[config.mk]
export PLATFORM = sky130hd
export DESIGN_NAME = aes_inv_round_ctrl_flat
export DESIGN_NICKNAME = d
export VERILOG_FILES = /design/src/rtl/aes_inv_round_ctrl_if.sv /design/src/rtl/aes_inv_round_ctrl.sv /design/src/flat_wrapper.sv
export SDC_FILE = /design/constraint.sdc
export NUM_CORES = 2
export LEC_CHECK = 0
export CAP_MARGIN = 20
export CORE_ASPECT_RATIO = 1.25
export CORE_UTILIZATION = 45
export CTS_CLUSTER_SIZE = 10
export DETAILED_ROUTE_END_ITERATION = 7
export PLACE_DENSITY = 0.73
export SYNTH_ARGS = -nofsm -noshare
export SYNTH_HDL_FRONTEND = slang
export SYNTH_SLANG_ARGS = --single-unit
export TNS_END_PERCENT = 10
[constraint.sdc]
create_clock -name clk -period 12.3 [get_ports clk]
set_input_delay 2.46 -clock clk [delete_from_list [all_inputs] [get_ports clk]]
set_output_delay 2.46 -clock clk [all_outputs]
set_load 0.01 [all_outputs]
[src/rtl/aes_inv_round_ctrl_if.sv]
// Block and round-key bus between the AES-128 decryption sequencer, the block I/O layer
// and the key schedule store.
interface aes_inv_round_ctrl_if;
    localparam int unsigned BLK_W = 128;
    localparam int unsigned IDX_W = 4;

    logic             in_valid;
    logic             in_ready;
    logic [BLK_W-1:0] din;
    logic [IDX_W-1:0] rk_idx;
    logic [BLK_W-1:0] rk_data;
    logic             out_valid;
    logic             out_ready;
    logic [BLK_W-1:0] dout;
    logic             busy;

    modport slave (
        input  in_valid, din, rk_data, out_ready,
        output in_ready, rk_idx, out_valid, dout, busy
    );

    modport master (
        output in_valid, din, rk_data, out_ready,
        input  in_ready, rk_idx, out_valid, dout, busy
    );
endinterface

[src/rtl/aes_inv_round_ctrl.sv]
// Iterative AES-128 decryption: initial AddRoundKey on accept, nine inverse rounds and a final
// round, one per clock. Defining AES_INV_CTRL_ABORT_EN adds a synchronous abort input.
module aes_inv_round_ctrl (
    input  logic clk,
    input  logic rst_n,
`ifdef AES_INV_CTRL_ABORT_EN
    input  logic abort,
`endif
    aes_inv_round_ctrl_if.slave bus
);
    localparam int unsigned RND_W = 4;
    localparam logic [RND_W-1:0] LAST_KEY  = RND_W'(10);
    localparam logic [RND_W-1:0] FIRST_RND = RND_W'(9);
    localparam logic [RND_W-1:0] LAST_RND  = RND_W'(1);

    // Byte 0 of the block is element [0] (bits 127:120); byte k sits at row k%4, column k/4.
    typedef logic [0:15][7:0] blk_t;
    typedef enum logic [1:0] {S_IDLE, S_ROUND, S_FINAL, S_DONE} state_t;

    state_t           state;
    blk_t             st;
    blk_t             dout_q;
    logic [RND_W-1:0] rnd;
    logic             out_valid_q;
    logic [RND_W-1:0] rk_idx_c;
    blk_t             sub_c;
    blk_t             ark_c;
    blk_t             mix_c;

    function automatic logic [7:0] gf_mul(input logic [7:0] a, input logic [7:0] b);
        logic [7:0] p;
        logic [7:0] aa;
        p  = 8'h00;
        aa = a;
        for (int i = 0; i < 8; i++) begin
            if (b[3'(i)]) p = p ^ aa;
            aa = {aa[6:0], 1'b0} ^ (aa[7] ? 8'h1b : 8'h00);
        end
        return p;
    endfunction

    // Multiplicative inverse as x^254 = x^2 * x^4 * ... * x^128; maps 0 to 0.
    function automatic logic [7:0] gf_inv(input logic [7:0] x);
        logic [7:0] sq;
        logic [7:0] r;
        sq = x;
        r  = 8'h01;
        for (int i = 1; i < 8; i++) begin
            sq = gf_mul(sq, sq);
            r  = gf_mul(r, sq);
        end
        return r;
    endfunction

    // Inverse affine transform followed by field inversion.
    function automatic logic [7:0] inv_sbox(input logic [7:0] b);
        logic [7:0] y;
        y = {b[6:0], b[7]} ^ {b[4:0], b[7:5]} ^ {b[1:0], b[7:2]} ^ 8'h05;
        return gf_inv(y);
    endfunction

    function automatic blk_t inv_shift_rows(input blk_t s);
        blk_t o;
        for (int c = 0; c < 4; c++)
            for (int r = 0; r < 4; r++)
                o[4'(r + 4 * c)] = s[4'(r + 4 * ((c + 4 - r) % 4))];
        return o;
    endfunction

    function automatic blk_t inv_sub_bytes(input blk_t s);
        blk_t o;
        for (int k = 0; k < 16; k++) o[4'(k)] = inv_sbox(s[4'(k)]);
        return o;
    endfunction

    function automatic blk_t inv_mix_cols(input blk_t s);
        blk_t o;
        logic [7:0] a0, a1, a2, a3;
        for (int c = 0; c < 4; c++) begin
            a0 = s[4'(4 * c)];
            a1 = s[4'(4 * c + 1)];
            a2 = s[4'(4 * c + 2)];
            a3 = s[4'(4 * c + 3)];
            o[4'(4 * c)]     = gf_mul(a0, 8'h0e) ^ gf_mul(a1, 8'h0b) ^ gf_mul(a2, 8'h0d) ^ gf_mul(a3, 8'h09);
            o[4'(4 * c + 1)] = gf_mul(a0, 8'h09) ^ gf_mul(a1, 8'h0e) ^ gf_mul(a2, 8'h0b) ^ gf_mul(a3, 8'h0d);
            o[4'(4 * c + 2)] = gf_mul(a0, 8'h0d) ^ gf_mul(a1, 8'h09) ^ gf_mul(a2, 8'h0e) ^ gf_mul(a3, 8'h0b);
            o[4'(4 * c + 3)] = gf_mul(a0, 8'h0b) ^ gf_mul(a1, 8'h0d) ^ gf_mul(a2, 8'h09) ^ gf_mul(a3, 8'h0e);
        end
        return o;
    endfunction

    // One round of datapath; the final round uses ark_c directly, skipping InvMixColumns.
    always_comb begin
        sub_c = inv_sub_bytes(inv_shift_rows(st));
        ark_c = sub_c ^ bus.rk_data;
        mix_c = inv_mix_cols(ark_c);
    end

    // Key index follows the state: last key while waiting, the round counter while iterating.
    always_comb begin
        rk_idx_c = '0;
        case (state)
            S_IDLE:  rk_idx_c = LAST_KEY;
            S_ROUND: rk_idx_c = rnd;
            default: rk_idx_c = '0;
        endcase
    end

    always_ff @(posedge clk or negedge rst_n) begin
        if (!rst_n) begin
            state       <= S_IDLE;
            st          <= '0;
            dout_q      <= '0;
            rnd         <= '0;
            out_valid_q <= 1'b0;
        end else begin
`ifdef AES_INV_CTRL_ABORT_EN
            if (abort && (state != S_IDLE)) begin
                state       <= S_IDLE;
                rnd         <= '0;
                out_valid_q <= 1'b0;
            end else
`endif
            begin
                case (state)
                    S_IDLE: begin
                        if (bus.in_valid) begin
                            st    <= bus.din ^ bus.rk_data;
                            rnd   <= FIRST_RND;
                            state <= S_ROUND;
                        end
                    end
                    S_ROUND: begin
                        st <= mix_c;
                        if (rnd == LAST_RND) state <= S_FINAL;
                        else                 rnd   <= rnd - RND_W'(1);
                    end
                    S_FINAL: begin
                        dout_q      <= ark_c;
                        out_valid_q <= 1'b1;
                        state       <= S_DONE;
                    end
                    S_DONE: begin
                        if (bus.out_ready) begin
                            out_valid_q <= 1'b0;
                            state       <= S_IDLE;
                        end
                    end
                    default: state <= S_IDLE;
                endcase
            end
        end
    end

    assign bus.in_ready  = (state == S_IDLE);
    assign bus.busy      = (state != S_IDLE);
    assign bus.rk_idx    = rk_idx_c;
    assign bus.out_valid = out_valid_q;
    assign bus.dout      = dout_q;

endmodule

[src/flat_wrapper.sv]
// flat-port wrapper written by rule: the top's interface ports become plain ports
module aes_inv_round_ctrl_flat 
  (clk, rst_n, bus_in_valid, bus_din, bus_rk_data, bus_out_ready, bus_in_ready, bus_rk_idx, bus_out_valid, bus_dout, bus_busy);
  aes_inv_round_ctrl_if bus_i ();
  input  logic clk;
  input  logic rst_n;
  input wire logic [$bits(bus_i.in_valid)-1:0] bus_in_valid;
  input wire logic [$bits(bus_i.din)-1:0] bus_din;
  input wire logic [$bits(bus_i.rk_data)-1:0] bus_rk_data;
  input wire logic [$bits(bus_i.out_ready)-1:0] bus_out_ready;
  output wire logic [$bits(bus_i.in_ready)-1:0] bus_in_ready;
  output wire logic [$bits(bus_i.rk_idx)-1:0] bus_rk_idx;
  output wire logic [$bits(bus_i.out_valid)-1:0] bus_out_valid;
  output wire logic [$bits(bus_i.dout)-1:0] bus_dout;
  output wire logic [$bits(bus_i.busy)-1:0] bus_busy;
  assign bus_i.in_valid = bus_in_valid;
  assign bus_i.din = bus_din;
  assign bus_i.rk_data = bus_rk_data;
  assign bus_i.out_ready = bus_out_ready;
  assign bus_in_ready = bus_i.in_ready;
  assign bus_rk_idx = bus_i.rk_idx;
  assign bus_out_valid = bus_i.out_valid;
  assign bus_dout = bus_i.dout;
  assign bus_busy = bus_i.busy;
  aes_inv_round_ctrl u_core (.clk(clk), .rst_n(rst_n), .bus(bus_i));
endmodule
# [Word-level counts from Yosys, hierarchy flattened]
# Index checks and enable logic that the tools add are counted.
[totals] register_bits=167 latchBits=0 ramBits=0 mem_bits_ro=0 in_bits=260 out_inout_bits=135 elab_cells=898 mem_count=0
[classes] n_addsub=1 n_mul=0 div_mod_pow=0 n_lt_le_gt_ge=0 eq_ne=8 shift=0 mux=416 bitwise_logic=442 n_reduce_logical=8
[ops] cell="$xor 8x8->8" count=386
[ops] cell="$mux 8" count=192
[ops] cell="$mux 5" count=176
[ops] cell="$pmux 128 s2" count=1
[ops] cell="$xor 128x128->128" count=2
[ops] cell="$xor 8x5->8" count=21
[ops] cell="$mux 128" count=1
[ops] cell="$mux 4" count=26
[ops] cell="$xor 4x4->4" count=16
[ops] cell="$pmux 4 s2" count=2
[ops] cell="$mux 2" count=7
[ops] cell="$mux 3" count=4
[ops] cell="$not 1->1 const A" count=12
[ops] cell="$not 2->2" count=4
[ops] cell="$pmux 2 s4" count=1
[ops] cell="$xor 5x8->8" count=1
[ops] cell="$ne 2x2->1 const B" count=3
[ops] cell="$reduce_and 3->1" count=2
[ops] cell="$reduce_bool 2->1" count=3
[ops] cell="$mux 1" count=5
[ops] cell="$eq 2x2->1 const B" count=2
[ops] cell="$eq 4x1->1 const B" count=1
[ops] cell="$reduce_and 2->1" count=2
[ops] cell="$sub 4x1->4 const B" count=1
[ops] cell="other kinds (4)" count=4

# [Longest topological paths before layout]
[logic_depth] ltp_word=77 depth_mapped=58 ltp_nobuf=51

# [Least setup slack after synthesis]
# OpenSTA, ideal clock, no wires.
[synth_timing] kind="register to register" start="register u_core.st[122] (netlist name)" end="register u_core.st[123] (netlist name)" setup_ns=0.094 t_arrival_ns=12.635 t_required_ns=12.206 setup_slack_ns=-0.428 stages_incl_launch_ff=53 path_buffers=5 synth_period_minus_slack_ns=12.728 cell_sequence="dfrtp_1 -> buf_2 -> clkbuf_1 -> xnor3_1 -> ha_1 -> xnor2_1 -> and3_1 -> nor3_1 -> xnor2_2 -> buf_2 -> a211o_1 -> and3_1 -> or2_1 -> inv_1 -> ha_1 -> a21boi_0 -> o21a_1 -> nor3_1 -> [... 17 more ...] -> o31a_1 -> o32ai_1 -> xnor2_1 -> clkbuf_1 -> clkinv_1 -> a31oi_1 -> o32ai_1 -> xnor2_1 -> mux4_2 -> nand2_1 -> xnor3_1 -> xor3_2 -> xnor2_4 -> xnor2_4 -> xnor3_2 -> xor2_1 -> xnor2_1 -> a221oi_2"
[synth_via] elab_chain_len=71 elab_cells_between_ends=184 cone_classes="94 x mux; 90 x bitwise"
[synth_rtl] element="from (decl)" line="aes_inv_round_ctrl.sv:21" rtl="blk_t st;"
[synth_rtl] element="from (signal assigned)" line="aes_inv_round_ctrl.sv:128" rtl="st <= bus.din ^ bus.rk_data;"
[synth_rtl] element="from (signal assigned)" line="aes_inv_round_ctrl.sv:134" rtl="st <= mix_c;"
[synth_rtl] element="$xor 8x8->8" line="aes_inv_round_ctrl.sv:58" rtl="y = {b[6:0], b[7]} ^ {b[4:0], b[7:5]} ^ {b[1:0], b[7:2]} ^ 8'h05;"
[synth_rtl] element="$xor 8x8->8 *" line="aes_inv_round_ctrl.sv:58"
[synth_rtl] element="$xor 8x8->8 or $mux 8 (tied branches)" line="aes_inv_round_ctrl.sv:37, aes_inv_round_ctrl.sv:36"
[synth_rtl] element="$xor 8x8->8" line="aes_inv_round_ctrl.sv:36" rtl="if (b[3'(i)]) p = p ^ aa;"
[synth_rtl] element="$mux 8" line="aes_inv_round_ctrl.sv:36"
[synth_rtl] element="$xor 8x8->8" line="aes_inv_round_ctrl.sv:36"
[synth_rtl] element="$mux 8" line="aes_inv_round_ctrl.sv:36"
[synth_rtl] element="$xor 8x8->8" line="aes_inv_round_ctrl.sv:36"
[synth_rtl] element="[... 53 more ...]"
[synth_rtl] element="$xor 128x128->128 *" line="aes_inv_round_ctrl.sv:95" rtl="ark_c = sub_c ^ bus.rk_data;"
[synth_rtl] element="$xor 8x8->8 *" line="aes_inv_round_ctrl.sv:37" rtl="aa = {aa[6:0], 1'b0} ^ (aa[7] ? 8'h1b : 8'h00);"
[synth_rtl] element="$mux 5 (tied with other cells)" line="aes_inv_round_ctrl.sv:37"
[synth_rtl] element="$xor 8x5->8 or $mux 5 (tied branches)"
[synth_rtl] element="$xor 8x8->8 or $xor 8x5->8 (tied branches)"
[synth_rtl] element="$xor 8x8->8 *" line="aes_inv_round_ctrl.sv:36"
[synth_rtl] element="$xor 8x8->8 * (3 in a row)" line="aes_inv_round_ctrl.sv:84" rtl="o[4'(4 * c)] = gf_mul(a0, 8'h0e) ^ gf_mul(a1, 8'h0b) ^ gf_mul(a2, 8'h0d) ^ gf_mul(a3, 8'h09);"
[synth_rtl] element="$pmux 128 s2 *" line="aes_inv_round_ctrl.sv:125" rtl="case (state)"
# Every way passes the cells marked *; elsewhere a longest branch is shown, timed or not. The select of a mux whose other input is x is not followed.
# A chain may end at the register's enable or synchronous reset.

# [Final worst setup path]
[layout_timing] start="register u_core.st[94] (netlist name)" end="register u_core.st[94] (netlist name)"
[layout_via] elab_chain_len=72 elab_cells_between_ends=181 cone_classes="92 x mux; 89 x bitwise"
[layout_rtl] element="$xor 8x8->8" line="aes_inv_round_ctrl.sv:58"
[layout_rtl] element="$xor 8x8->8 *" line="aes_inv_round_ctrl.sv:58"
[layout_rtl] element="$mux 5" line="aes_inv_round_ctrl.sv:37"
[layout_rtl] element="$xor 8x8->8" line="aes_inv_round_ctrl.sv:37"
[layout_rtl] element="$xor 8x8->8" line="aes_inv_round_ctrl.sv:36"
[layout_rtl] element="$mux 8" line="aes_inv_round_ctrl.sv:36"
[layout_rtl] element="$xor 8x8->8" line="aes_inv_round_ctrl.sv:36"
[layout_rtl] element="$mux 8" line="aes_inv_round_ctrl.sv:36"
[layout_rtl] element="[... 54 more ...]"
[layout_rtl] element="$xor 128x128->128 *" line="aes_inv_round_ctrl.sv:95"
[layout_rtl] element="$mux 5" line="aes_inv_round_ctrl.sv:37"
[layout_rtl] element="$xor 8x5->8 *" line="aes_inv_round_ctrl.sv:37"
[layout_rtl] element="$xor 8x5->8"
[layout_rtl] element="$xor 8x5->8" line="aes_inv_round_ctrl.sv:37"
[layout_rtl] element="$xor 8x8->8 *" line="aes_inv_round_ctrl.sv:36"
[layout_rtl] element="$xor 8x8->8 * (3 in a row)" line="aes_inv_round_ctrl.sv:84"
[layout_rtl] element="$pmux 128 s2 *" line="aes_inv_round_ctrl.sv:125"
# Marked as above.

==> out/qor.txt <==
Status - completed
Rows - 120
DRC - 0
Fin. max-slew vios - 0
Mapped cell area - 38880 sq um
Worst Tran Pin Value - 1.034 ns
Post-synth EDFFs - 0
Largest net degree at the start of global routing - 72
Hold Worst Slack - 0.5133 ns
Vias in the first global route - 35520
Crit end category - flip-flop
Initial antenna violation count - 5
Worst setup path endpoint - u_core.st[94]
IO Count - 395
GR peak layer - met2
Initial Util - 45.43%
Clk Tree Root Cell - clkbuf_16
Cells after synthesis - 4975
Distinct cells, synth - 129
RSZ-0062 raised after global routing - true
Seq/Total Area, Yosys - 4.569%
Min-Delay Path Class - reg2reg
Gr ovfl total - 0
Async S/R FF share, synth - 100.0%
Pre-CTS WS - -0.3799 ns
Worst-case clock buffer depth - 2
Number of synthesized register bits - 71
Reg clk slew, reported paths - 0.07 ns
PortBufs - 122
Start point of the critical path - u_core.st[94]
Mapped Avg Cell Area - 7.816 sq um
Arr. time, crit path - 12.17 ns
Routed WL - 118400 microns
Synth Flop Type - dfrtp_1
WP depth - 47
H-tree Lvls - 3
Met3 usage - 2.825%
CTS sink cnt - 71
RePlAce Congestion - 0.9666
Worst path top cell family by delay - XOR/XNOR gates
Yosys warning count - 0
Crit path largest cell delay - 0.48 ns
Grt met1 use - 32.23%
Setup slack, reg-to-reg - 0.44 ns
Detailed Routing Iterations Pass 1 - 8
Post-DP HPWL - 93120 microns
Crit Path Class - reg2reg
Met2 usage in global routing - 45.19%
Gr usage total - 25.81%
Req. time, crit path - 12.60 ns
Starting DRT DRC Count - 2734
Reg2Reg Depth - 47
Fmax - 84.30 MHz
Fraction of layout cells with a size suffix above 1 - 18.48%
Final Critical Period - 11.86 ns
First-pass GRT wire length - 186500 microns
CTS Buf Count - 9
Die width - 264.9 microns
Die Y - 330.7 microns
CP Buf/Inv Count - 5
CP Max Fanout - 5
Via-to-Cell Ratio - 5.862
Clock Latency Late Sink - 0.39 ns
Remaining antenna violation count - 0
Final Hold Vio Count - 0
Max Clock Skew - 0.01173 ns
Max stage delay cell, worst path - xor3_2
Via count - 37660
Layout Nets - 5626
RR Startpoint - u_core.st[94]
Critical R2R Capture - u_core.st[94]
Core Area - 85580 sq um
Die Area - 87600 sq um
Final setup margin - 0.4375 ns
Post-detailed-route wirelength per cell - 18.43 microns
# Max-Cap Violations - 0
Final Cycle Share - 96.44%
Crit path top cell by count - xnor2_2
Startpoint Class - flip-flop
CTS tree - done
Layout area overhead - 16.40%
Setup violators final - 0
Slew margin rel. - 30.56%
-- worst min-delay path by stage --
stage                                     from                   end  depth (start not counted)
after floorplan                  u_core.rnd[2]         u_core.rnd[2]                          1
after global placement    u_core.bus.dout[126]  u_core.bus.dout[126]                          1
after detailed placement  u_core.bus.dout[101]  u_core.bus.dout[101]                          1
after CTS                  u_core.bus.dout[89]   u_core.bus.dout[89]                          1
after global routing       u_core.bus.dout[89]   u_core.bus.dout[89]                          1
final                      u_core.bus.dout[89]   u_core.bus.dout[89]                          1
-- per-stage QoR --
step / std cells / TNS [ns] / area (sq um) / utilization, %
final: 6424 / 0 / 45260 / 52.88
after global routing: 6424 / -1.146 / 45260 / 52.88
after CTS: 6373 / -0.1024 / 43780 / 51.16
after detailed placement: 6356 / -3.067 / 43250 / 50.54
after global placement: 6356 / -0.4003 / 43250 / 50.54
after floorplan: 5070 / -0.02023 / 39380 / -
-- what timing repair did --
action,in CTS,in global routing
gates resized for setup,39,190
gates cloned,0,0
setup endpoints to repair,25,33
pin swaps,8,66
hold endpoints to repair,0,0
buffers inserted,1,48
hold buffers,0,0
-- cell usage after synthesis (37+ instances only) --
cell,number,area (sq um)
buf_4,121,908.4
clkbuf_1,134,503.0
nand2b_1,37,231.5
or3_1,41,256.5
nor2_1,605,2271
inv_1,96,360.4
and2_1,46,287.8
a21oi_1,215,1076
mux2i_1,121,1211
o21ai_0,205,1026
xor3_1,41,974.7
ha_1,46,575.6
nor2b_1,42,262.8
a211oi_1,58,435.4
dfrtp_1,71,1777
xnor3_1,209,4707
xnor2_1,709,6210
buf_2,78,390.4
xor2_1,271,2374
a31oi_1,49,306.5
xnor2_2,46,748.2
o211ai_1,60,450.4
o22ai_1,37,231.5
nand3_1,144,720.7
a21o_1,47,352.8
and3_1,41,256.5
nand2_1,467,1753
nor3_1,170,850.8
-- layer usage --
metal	vias up	wire length (microns)
met4	6	4940
met5	-	34
met3	262	6083
met1	17970	49630
li1	18150	-
met2	1265	57720
-- layout by cell type, fill, tap and decap left out, types with 27 or more instances in the layout --
master           netlist  final
xnor2_1              709    648
nor2_1               605    594
buf_4                121    466
nand2_1              467    465
xor2_1               271    249
a21oi_1              215    207
o21ai_0              205    202
xnor3_1              209    190
nor3_1               170    159
nand3_1              144    143
clkdlybuf4s50_1        0    121
mux2i_1              121    119
xnor2_2               46    101
conb_1                 1     96
inv_1                 96     94
dfrtp_1               71     70
o211ai_1              60     60
a21o_1                47     47
a31oi_1               49     47
and2_1                46     45
a211oi_1              58     42
nor2b_1               42     41
or3_1                 41     40
xnor3_2               20     39
ha_1                  46     39
and3_1                41     38
o22ai_1               37     37
nand2b_1              37     36
xor3_1                41     35
mux2_2                32     32
a211o_1               34     32
xor2_2                16     29
a22oi_1               29     29
nand4_1               28     28
o211a_1               27     27
-- flip-flops by register name, indices dropped and copies added, names as in the netlist --
name and flops:
u_core.bus.dout 32, u_core.st 32, u_core.rnd 4, u_core.state 2
u_core.bus.out_valid 1
-- logic make-up (layout without fill, tap and decap cells) --
logic type	after synthesis	in the layout	share of synthesized area (%)
mux	160	160	4.405
flops	71	71	4.569
compound gates	1108	1108	20.04
fa+ha+maj	46	46	1.480
simple gates	1795	1795	21.55
buf+inv	461	716	6.008
xor+xnor	1333	1333	41.94
other cells	1	97	0.009644
-- cell type report --
cell class,instances,area [sq um]
timing repair buffer,592,4817
inverter,108,410.4
clock buffer,10,239.0
multi-input combinational,4538,36560
fill,7948,40320
sequential,71,1778
tap,1098,1374
clock inverter,6,75.07
antenna,1,2.502
Power is not shown: default switching activity piles up to over one toggle a cycle in this logic, so the estimate is an artifact.
